`src/rtl/conway_pkg.sv`:
```
// Shared constants, the per-stage control bundle and small helpers for the
// Conway next-generation pipeline.
package conway_pkg;

    localparam int BANKS       = 9;
    localparam int COUNT_WIDTH = 4;
    localparam int BIRTH_COUNT = 3;
    localparam int SURVIVE_MIN = 2;
    localparam int SURVIVE_MAX = 3;

    // Control captured from the sequencer and carried alongside the memory read.
    typedef struct packed {
        logic             valid;
        logic             first;
        logic             sel;
        logic [BANKS-1:0] we;
        logic [BANKS-1:0] re;
    } stage_ctrl_t;

    // Bank holding pixel offset (px, py) inside a 3x3 block.
    function automatic logic [3:0] bank_index(input logic [1:0] px, input logic [1:0] py);
        return 4'(3 * int'(py) + int'(px));
    endfunction

    // Number of set bits across the nine bank lanes.
    function automatic logic [COUNT_WIDTH-1:0] popcount_banks(input logic [BANKS-1:0] v);
        logic [COUNT_WIDTH-1:0] n;
        n = '0;
        for (int i = 0; i < BANKS; i++) begin
            n = n + COUNT_WIDTH'(v[i]);
        end
        return n;
    endfunction

endpackage

```
`src/rtl/pipe_delay.sv`:
```
// Fixed-depth shift register with synchronous clear; DEPTH=0 is a straight wire.
module pipe_delay #(
    parameter int WIDTH = 1,
    parameter int DEPTH = 1
) (
    input  logic             clk,
    input  logic             resetn,
    input  logic [WIDTH-1:0] d_i,
    output logic [WIDTH-1:0] q_o
);

    generate
        if (DEPTH == 0) begin : g_pass
            logic unused_pass;
            assign unused_pass = clk ^ resetn;
            assign q_o = d_i;
        end else begin : g_shift
            logic [WIDTH-1:0] stage_q [DEPTH];

            // Shift one slot per cycle; clear every slot on reset.
            always_ff @(posedge clk) begin
                if (!resetn) begin
                    for (int i = 0; i < DEPTH; i++) begin
                        stage_q[i] <= '0;
                    end
                end else begin
                    stage_q[0] <= d_i;
                    for (int i = 1; i < DEPTH; i++) begin
                        stage_q[i] <= stage_q[i-1];
                    end
                end
            end

            assign q_o = stage_q[DEPTH-1];
        end
    endgenerate

endmodule

```
`src/rtl/life_rule_pipeline.sv`:
```
// Next-generation evaluator: aligns sequencer control with bank read data,
// applies B3/S23 to the centre pixel and writes the inactive frame buffer,
// while tracking per-frame population and generation count.
//
// Handshake: enable is a valid with no ready. Every cycle with enable=1 is one
// pixel that is consumed unconditionally; the pipeline never stalls, and
// enable=0 cycles travel as bubbles that produce no write.
import conway_pkg::*;

module life_rule_pipeline #(
    parameter int ADDR_WIDTH   = 2,
    parameter int READ_LATENCY = 1,
    parameter int POP_WIDTH    = 16,
    parameter int GEN_WIDTH    = 16
) (
    input  logic                  clk,
    input  logic                  resetn,
    input  logic                  enable,
    input  logic [BANKS-1:0]      write_enable_in,
    input  logic [BANKS-1:0]      read_enable_in,
    input  logic [ADDR_WIDTH-1:0] write_addr_in,
    input  logic                  frame_buffer_select_in,
    input  logic [BANKS-1:0]      read_data,
    output logic [BANKS-1:0]      mem_write_enable,
    output logic [ADDR_WIDTH-1:0] mem_write_addr,
    output logic                  mem_write_data,
    output logic                  mem_write_buffer,
    output logic                  frame_done,
    output logic [POP_WIDTH-1:0]  population,
    output logic [GEN_WIDTH-1:0]  generation,
    output logic                  onehot_error
);

    localparam int ALIGN_W = $bits(stage_ctrl_t) + ADDR_WIDTH;

    stage_ctrl_t           s0_q;
    logic [ADDR_WIDTH-1:0] s0_addr_q;
    logic                  last_sel_q;

    logic [ALIGN_W-1:0]    al_vec;
    stage_ctrl_t           al_ctrl;
    logic [ADDR_WIDTH-1:0] al_addr;

    logic                  centre;
    logic [COUNT_WIDTH-1:0] live_count;
    logic                  next_state;
    logic                  we_onehot;
    logic                  write_issue;

    logic [POP_WIDTH-1:0]  acc_q;

    // Stage 0: capture sequencer control; a select change marks a frame's first pixel.
    always_ff @(posedge clk) begin
        if (!resetn) begin
            s0_q       <= '0;
            s0_addr_q  <= '0;
            last_sel_q <= 1'b1;
        end else begin
            s0_q.valid <= enable;
            if (enable) begin
                s0_q.we    <= write_enable_in;
                s0_q.re    <= read_enable_in;
                s0_q.sel   <= frame_buffer_select_in;
                s0_q.first <= (frame_buffer_select_in != last_sel_q);
                s0_addr_q  <= write_addr_in;
                last_sel_q <= frame_buffer_select_in;
            end
        end
    end

    // Remaining read latency so the bundle meets its bank data.
    pipe_delay #(
        .WIDTH(ALIGN_W),
        .DEPTH(READ_LATENCY - 1)
    ) u_align (
        .clk   (clk),
        .resetn(resetn),
        .d_i   ({s0_q, s0_addr_q}),
        .q_o   (al_vec)
    );

    assign {al_ctrl, al_addr} = al_vec;

    // Neighbour count excludes the centre lane and any out-of-grid lane.
    assign centre      = |(read_data & al_ctrl.we);
    assign live_count  = popcount_banks(read_data & al_ctrl.re & ~al_ctrl.we);
    assign next_state  = (live_count == COUNT_WIDTH'(BIRTH_COUNT)) ||
                         (centre && (live_count >= COUNT_WIDTH'(SURVIVE_MIN)) &&
                                    (live_count <= COUNT_WIDTH'(SURVIVE_MAX)));
    assign we_onehot   = (popcount_banks(al_ctrl.we) == COUNT_WIDTH'(1));
    assign write_issue = al_ctrl.valid && we_onehot;

    // Output register: write strobe, frame bookkeeping and sticky one-hot error.
    always_ff @(posedge clk) begin
        if (!resetn) begin
            mem_write_enable <= '0;
            mem_write_addr   <= '0;
            mem_write_data   <= 1'b0;
            mem_write_buffer <= 1'b0;
            frame_done       <= 1'b0;
            population       <= '0;
            generation       <= '0;
            onehot_error     <= 1'b0;
            acc_q            <= '0;
        end else begin
            mem_write_enable <= '0;
            frame_done       <= 1'b0;
            if (write_issue) begin
                mem_write_enable <= al_ctrl.we;
                mem_write_addr   <= al_addr;
                mem_write_data   <= next_state;
                mem_write_buffer <= ~al_ctrl.sel;
            end
            if (al_ctrl.valid && !we_onehot) begin
                onehot_error <= 1'b1;
            end
            if (al_ctrl.valid && al_ctrl.first) begin
                population <= acc_q;
                acc_q      <= {{(POP_WIDTH-1){1'b0}}, write_issue && next_state};
                generation <= generation + GEN_WIDTH'(1);
                frame_done <= 1'b1;
            end else if (write_issue && next_state && (acc_q != {POP_WIDTH{1'b1}})) begin
                acc_q <= acc_q + POP_WIDTH'(1);
            end
        end
    end

endmodule

```
`config.mk`:
```
export PLATFORM = sky130hd
export DESIGN_NAME = life_rule_pipeline
export DESIGN_NICKNAME = d
export VERILOG_FILES = /design/src/rtl/conway_pkg.sv /design/src/rtl/pipe_delay.sv /design/src/rtl/life_rule_pipeline.sv
export SDC_FILE = /design/constraint.sdc
export NUM_CORES = 1
export LEC_CHECK = 0
export BUFFER_PORTS_ARGS = -buffer_cell sky130_fd_sc_hd__clkbuf_2
export CORE_UTILIZATION = 45
export DETAILED_ROUTE_END_ITERATION = 8
export PLACE_DENSITY_LB_ADDON = 0.1
export RECOVER_POWER = 100
export SYNTH_ARGS = -nofsm -noshare
export SYNTH_HDL_FRONTEND = slang
export SYNTH_HIERARCHICAL = 1
export SYNTH_SLANG_ARGS = --single-unit
```
`constraint.sdc`:
```
create_clock -name clk -period 5.9 [get_ports clk]
set_input_delay 0.295 -clock clk [delete_from_list [all_inputs] [get_ports clk]]
set_output_delay 0.295 -clock clk [all_outputs]
set_load 0.01 [all_outputs]
```
==> flow_metrics.tcl, run 1 <==
set metrics [dict create \
    io_buffers 79 \
    dr.first_iter.drc_count 125 \
    ys_types 49 \
    startpoint_type "flip-flop" \
    grt_max_degree 75 \
    cts_resized 0 \
    cts_tree "built" \
    dp.final_hpwl_mm 6.21 \
    synth_top_area_frac 0.410 \
    dp_slack_ns 1.09 \
    status "finished, violations left" \
    final_area_um2 4640 \
    rsz0062_at_grt "false" \
    synth_edf_count 0 \
    p_leak_nw 1.81 \
    syn_nets 512 \
    cts_setup_buffers 0 \
    first_global_vias 3059 \
    p_per_area_nw_per_um2 239 \
    syn_area_per_cell_um2 9.19 \
    drc_errors 0 \
    nFillCells 939 \
    place_congestion 0.805 \
    critical_path_class "flip-flop to flip-flop" \
    period_needed_ns 5.04 \
    cts_hold_buf 0 \
    clock_sinks 87 \
    grt_usage 0.193 \
    arrival_ns 5.29 \
    path_delay_family "adder cells" \
    drt_first_pass_iters 4 \
    cp.required_ns 6.15 \
    initial_core_util 0.462 \
    yosysTopAreaCell "dfxtp_1" \
    layout-drive-gt1-share 0.0969 \
    insertedDiodeCount 0 \
    clock_latency_ns 0.36 \
    tightest_slew_ns 2.64 \
    nNetsFinal 561 \
    grt_pass1_wl_mm 15.1 \
    syn_to_final_growth_pct 9.09 \
    layout_setup_ws_ns 0.860 \
    slew_violations 85 \
    antenna_found_initial 0 \
    coreArea_um2 9200 \
    hold_class "input port to flip-flop" \
    chipWidth_um 99.2 \
    path_buf_inv 3 \
    vias 3290 \
    dp_cells 612 \
    slowest_delay_ns 1.33 \
    violations "max-capacitance violations, max-slew violations" \
    worst_path_most_repeated_cell "fa_1" \
    viasPerCell 5.25 \
    vdd_drop_max_uv 133 \
    die_h_um 99.2 \
    cap_violations 2 \
    dieArea_um2 9840 \
    syn_inst 463 \
    syn-cell-area_um2 4250 \
    post_dp_cell_area_um2 4550 \
    final_cells 627 \
    slew_headroom -0.762 \
    synth_warnings 6 \
    finalCritPeriodShare 0.854 \
    ys_top_cells_by_area "dfxtp_1, mux2i_1, nand2_1" \
    wire_per_inst_um 14.3 \
    h-tree-depth 3 \
    finalHoldViolations 0 \
    crit_path_max_fanout 10 \
    io_pins 80 \
    finalSetupViolations 0 \
    ys_ff_latch 87 \
    cp_slowest_cell "nor4b_1" \
    clk_pin_slew_ns 0.08 \
    fin_skew_ns 0.0135 \
    ant_nets 0 \
    rows 35 \
    routed_wl_mm 8.97 \
    end_kind "flip-flop" \
    crit_chain "fa_1, inv_1, fa_1, fa_1, fa_1, inv_1, fa_1, nor4b_1, clkbuf_1, a31oi_1, a31o_2" \
    cts-root-buf "clkbuf_8" \
    seq_area_frac_synth 0.410 \
    holdWs_ns 0.198 \
    cts_buffer_depth 2 \
    async_reset_ff_frac 0 \
    setup_tns_ns 0 \
    fmax_mhz 198 \
    synth_ff_type "dfxtp_1" \
    gr-total-overflow 0 \
    cts_buffers 9 \
]
stage by stage:
stage	total power [mW]	util
6_report	1.11	0.504
5_1_grt	1.16	0.504
4_1_cts	1.13	0.512
3_5_place_dp	0.761	0.495
3_3_place_gp	0.757	0.495
2_1_floorplan	0.732	-
cell usage after synthesis, types with 6 or more instances:
master and n:
nor4_1 8, fa_1 10, nor2_1 7, dfxtp_1 87
buf_4 23, inv_1 20, and3_1 16, a21boi_0 23
a21oi_1 6, and4_1 8, nor2b_1 20, nand4_1 9
and2_1 17, nand2_1 66, nand2b_1 12, clkbuf_1 17
mux2i_1 29, ha_1 6, nor3_1 6, nand3_1 12
xnor2_1 8
report_power, final:
group          internal [mW]  total (mW)  switching [mW]
Combinational         0.0536       0.130          0.0760
Sequential             0.601       0.612          0.0115
Clock                  0.160       0.368           0.208
Total                  0.815        1.11           0.295
cells in the final DEF, fill, tap and decap left out, types with 4 or more instances in the layout:
cell type and instances:
nor2_1 7, inv_1 20, nand2_1 66, and3_1 16
and2_1 12, ha_1 6, nand2b_1 12, clkbuf_2 32
nor3_1 6, nor4_1 8, or3_1 4, and2_0 6
xnor2_1 8, a21boi_0 23, and4_1 8, clkbuf_1 50
nor2b_1 20, dfxtp_1 87, clkbuf_8 10, xor2_1 5
o21ai_0 4, o31ai_1 5, nand3_1 12, fa_1 10
mux2i_1 29, nand4_1 9, a21oi_1 6
final timing paths:
check	startpoint	to	slack, ns	cells past startpoint
hold / removal	read_enable_in[2]	s0_q[2]	0.20	3
setup reg to reg	s0_q[9]	acc_q[9]	0.86	11
setup / recovery	s0_q[9]	acc_q[9]	0.86	11
hold reg to reg	mem_write_addr[1]	mem_write_addr[1]	0.47	2
layer usage:
layer  vias to the layer above  global-route usage  wire, µm
met5                         -                   0         0
met4                         0              0.0894       174
met3                        12              0.0351       379
met2                        72               0.304      4060
met1                      1548               0.259      4350
li1                       1658                   -         -
logic make-up (layout without fill, tap and decap cells):
kind of cell / Yosys count / after routing / synth area share
AO/OA/AOI/OAI: 57 / 57 / 0.0983
XOR/XNOR: 13 / 13 / 0.0268
adder cells (fa/ha/maj): 16 / 16 / 0.0647
buffers and inverters: 64 / 117 / 0.0791
flip-flops: 87 / 87 / 0.410
multiplexers: 29 / 29 / 0.0683
AND/OR/NAND/NOR: 197 / 197 / 0.253
registers in the layout, indices dropped and copies added (netlist names):
name,flops
acc_q,16
mem_write_addr,2
s0_q,21
mem_write_buffer,1
mem_write_enable,9
frame_done,1
generation,16
onehot_error,1
last_sel_q,1
mem_write_data,1
population,16
s0_addr_q,2
worst register-to-register path, delay by kind of cell, from the launching register on:
kind | cells | cell delay, ns
flops | 1 | 0.36
simple gates | 1 | 1.33
fa+ha+maj | 5 | 2.30
compound gates | 2 | 0.37
buf+inv | 3 | 0.59
cell type report:
type                            instances  area [µm²]  area share
Clock buffer                           11         141      0.0305
Inverter                               20        75.1      0.0162
Sequential cell                        87        1740       0.375
Multi-Input combinational cell        312        2170       0.467
Timing Repair Buffer                   82         352      0.0758
Clock inverter                          4        22.5     0.00485
Tap cell                              111         139      0.0299
Power figures use the tool's default switching activity.
==> run 2, diff against run 1 <==
--- a/config.mk
+++ b/config.mk
@@ -9,7 +9,6 @@
 export CORE_UTILIZATION = 45
 export DETAILED_ROUTE_END_ITERATION = 8
 export PLACE_DENSITY_LB_ADDON = 0.1
-export RECOVER_POWER = 100
 export SYNTH_ARGS = -nofsm -noshare
 export SYNTH_HDL_FRONTEND = slang
 export SYNTH_HIERARCHICAL = 1
==> run 2 against run 1 <==
The flow now finishes without violations. Global-route usage did not move. Critical path depth rose by 2. Clock skew fell by 0.00059 ns. Combinational power barely moved. Clock power barely moved. Maximum frequency rose by 4.6%. Via count barely moved. Critical path type unchanged. Critical endpoint is now acc_q[13]. Largest power group unchanged.
==> flow_metrics.tcl, run 2 (synthesis results as in run 1) <==
set metrics [dict create \
    status "completed" \
    place_congestion 0.805 \
    layout-drive-gt1-share 0.194 \
    rsz0062_at_grt "false" \
    p_per_area_nw_per_um2 237 \
    cts_hold_buf 0 \
    cts_tree "built" \
    finalHoldViolations 0 \
    final_common_cell "dfxtp_1" \
    grt_usage 0.193 \
    path_delay_family "adder cells" \
    cts-root-buf "clkbuf_8" \
    routed_wl_mm 8.91 \
    ant_nets 0 \
    cp_slowest_cell "fa_1" \
    insertedDiodeCount 0 \
    antenna_found_initial 0 \
    vdd_drop_max_uv 132 \
    setup_tns_ns 0 \
    routed.top_layer "met4" \
    dp.final_hpwl_mm 6.21 \
    clock_latency_ns 0.36 \
    syn_to_final_growth_pct 10.8 \
    dieArea_um2 9840 \
    clk_pin_slew_ns 0.08 \
    layout_setup_ws_ns 1.08 \
    vias 3287 \
    slew_violations 0 \
    drc_errors 0 \
    tightest_slew_ns 0.865 \
    hold_class "input port to flip-flop" \
    dp_slack_ns 1.09 \
    end_kind "flip-flop" \
    p_comb_frac 0.119 \
    seqPwrFrac 0.549 \
    grt_pass1_wl_mm 15.1 \
    nFillCells 919 \
    final_area_um2 4710 \
    path_buf_inv 2 \
    p_leak_nw 1.99 \
    met1Wirelength_mm 4.29 \
    final_cell_mix "dfxtp_1, clkbuf_2, nand2_1, mux2i_1, a21boi_0" \
    largest_register_ffs 21 \
    swShare 0.268 \
    clockPowerShare 0.332 \
    fin_skew_ns 0.0129 \
    io_pins 80 \
    p_int_mw 0.817 \
    slew_headroom 0.422 \
    chipWidth_um 99.2 \
    cap_violations 0 \
    cts_buffers 9 \
    wire_per_inst_um 14.2 \
    crit_path_max_fanout 17 \
    power_switching_mw 0.298 \
    largest_register "s0_q" \
    slowest_delay_ns 0.54 \
    wl_met2_mm 4.05 \
    worst_path_most_repeated_cell "fa_1" \
    post_dp_cell_area_um2 4550 \
    met3_length_um 387 \
    period_needed_ns 4.82 \
    startpoint_type "flip-flop" \
    coreArea_um2 9200 \
    cts_resized 0 \
    finalSetupViolations 0 \
    io_buffers 79 \
    first_global_vias 3059 \
    clock_sinks 87 \
    die_h_um 99.2 \
    drt_first_pass_iters 4 \
    initial_core_util 0.462 \
    rows 35 \
    grt_max_degree 75 \
    arrival_ns 5.10 \
    dr.first_iter.drc_count 142 \
    fmax_mhz 208 \
    cp.required_ns 6.18 \
    h-tree-depth 3 \
    viasPerCell 5.24 \
    critical_path_class "flip-flop to flip-flop" \
    cts_setup_buffers 0 \
    crit_chain "nand3b_1, fa_1, fa_1, inv_1, fa_1, fa_1, inv_1, fa_1, nor4b_1, a21oi_1, a41o_1, or4_1, a21oi_1" \
    cts_buffer_depth 2 \
    nNetsFinal 561 \
    gr-total-overflow 0 \
    finalCritPeriodShare 0.816 \
]
run 2: path summary, 6_finish.rpt:
| path | from | slack [ns] | cells past startpoint | to |
|---|---|---|---|---|
| hold / removal | read_enable_in[2] | 0.20 | 3 | s0_q[2] |
| setup reg to reg | s0_q[9] | 1.08 | 13 | acc_q[13] |
| setup / recovery | s0_q[9] | 1.08 | 13 | acc_q[13] |
| hold reg to reg | mem_write_addr[1] | 0.47 | 2 | mem_write_addr[1] |
run 2: worst min-delay path, cell delays in order:
cell      delay (ns)
clkbuf_2        0.07
mux2i_1         0.05
nor2b_1         0.09
run 2: area by class of cell:
cell class                 count  area, µm²  share of cell area
sequential                    87       1740               0.370
clock inverter                 4       22.5             0.00478
multi-input combinational    312       2170               0.461
clock buffer                  11        141              0.0300
tap                          111        139              0.0295
inverter                      20       75.1              0.0159
timing repair buffer          82        418              0.0887
run 2: stage by stage:
step	util	std cells	hold slack (ns)	power [mW]
2_1_floorplan	-	463	0.437	0.732
3_3_place_gp	0.495	612	0.452	0.757
3_5_place_dp	0.495	612	0.457	0.761
4_1_cts	0.512	627	0.188	1.13
5_1_grt	0.512	627	0.195	1.17
6_report	0.512	627	0.197	1.12
run 2: power groups by stage:
stage          Sequential (mW)  Clock (mW)  Combinational, mW
2_1_floorplan            0.622           0              0.110
3_3_place_gp             0.626           0              0.131
3_5_place_dp             0.626           0              0.135
4_1_cts                  0.613       0.378              0.134
5_1_grt                  0.615       0.402              0.151
6_report                 0.612       0.370              0.133
run 2: metal layers:
layer / vias up / track usage
met5: - / 0
met4: 0 / 0.0894
met3: 13 / 0.0351
met2: 76 / 0.304
met1: 1536 / 0.259
li1: 1662 / -
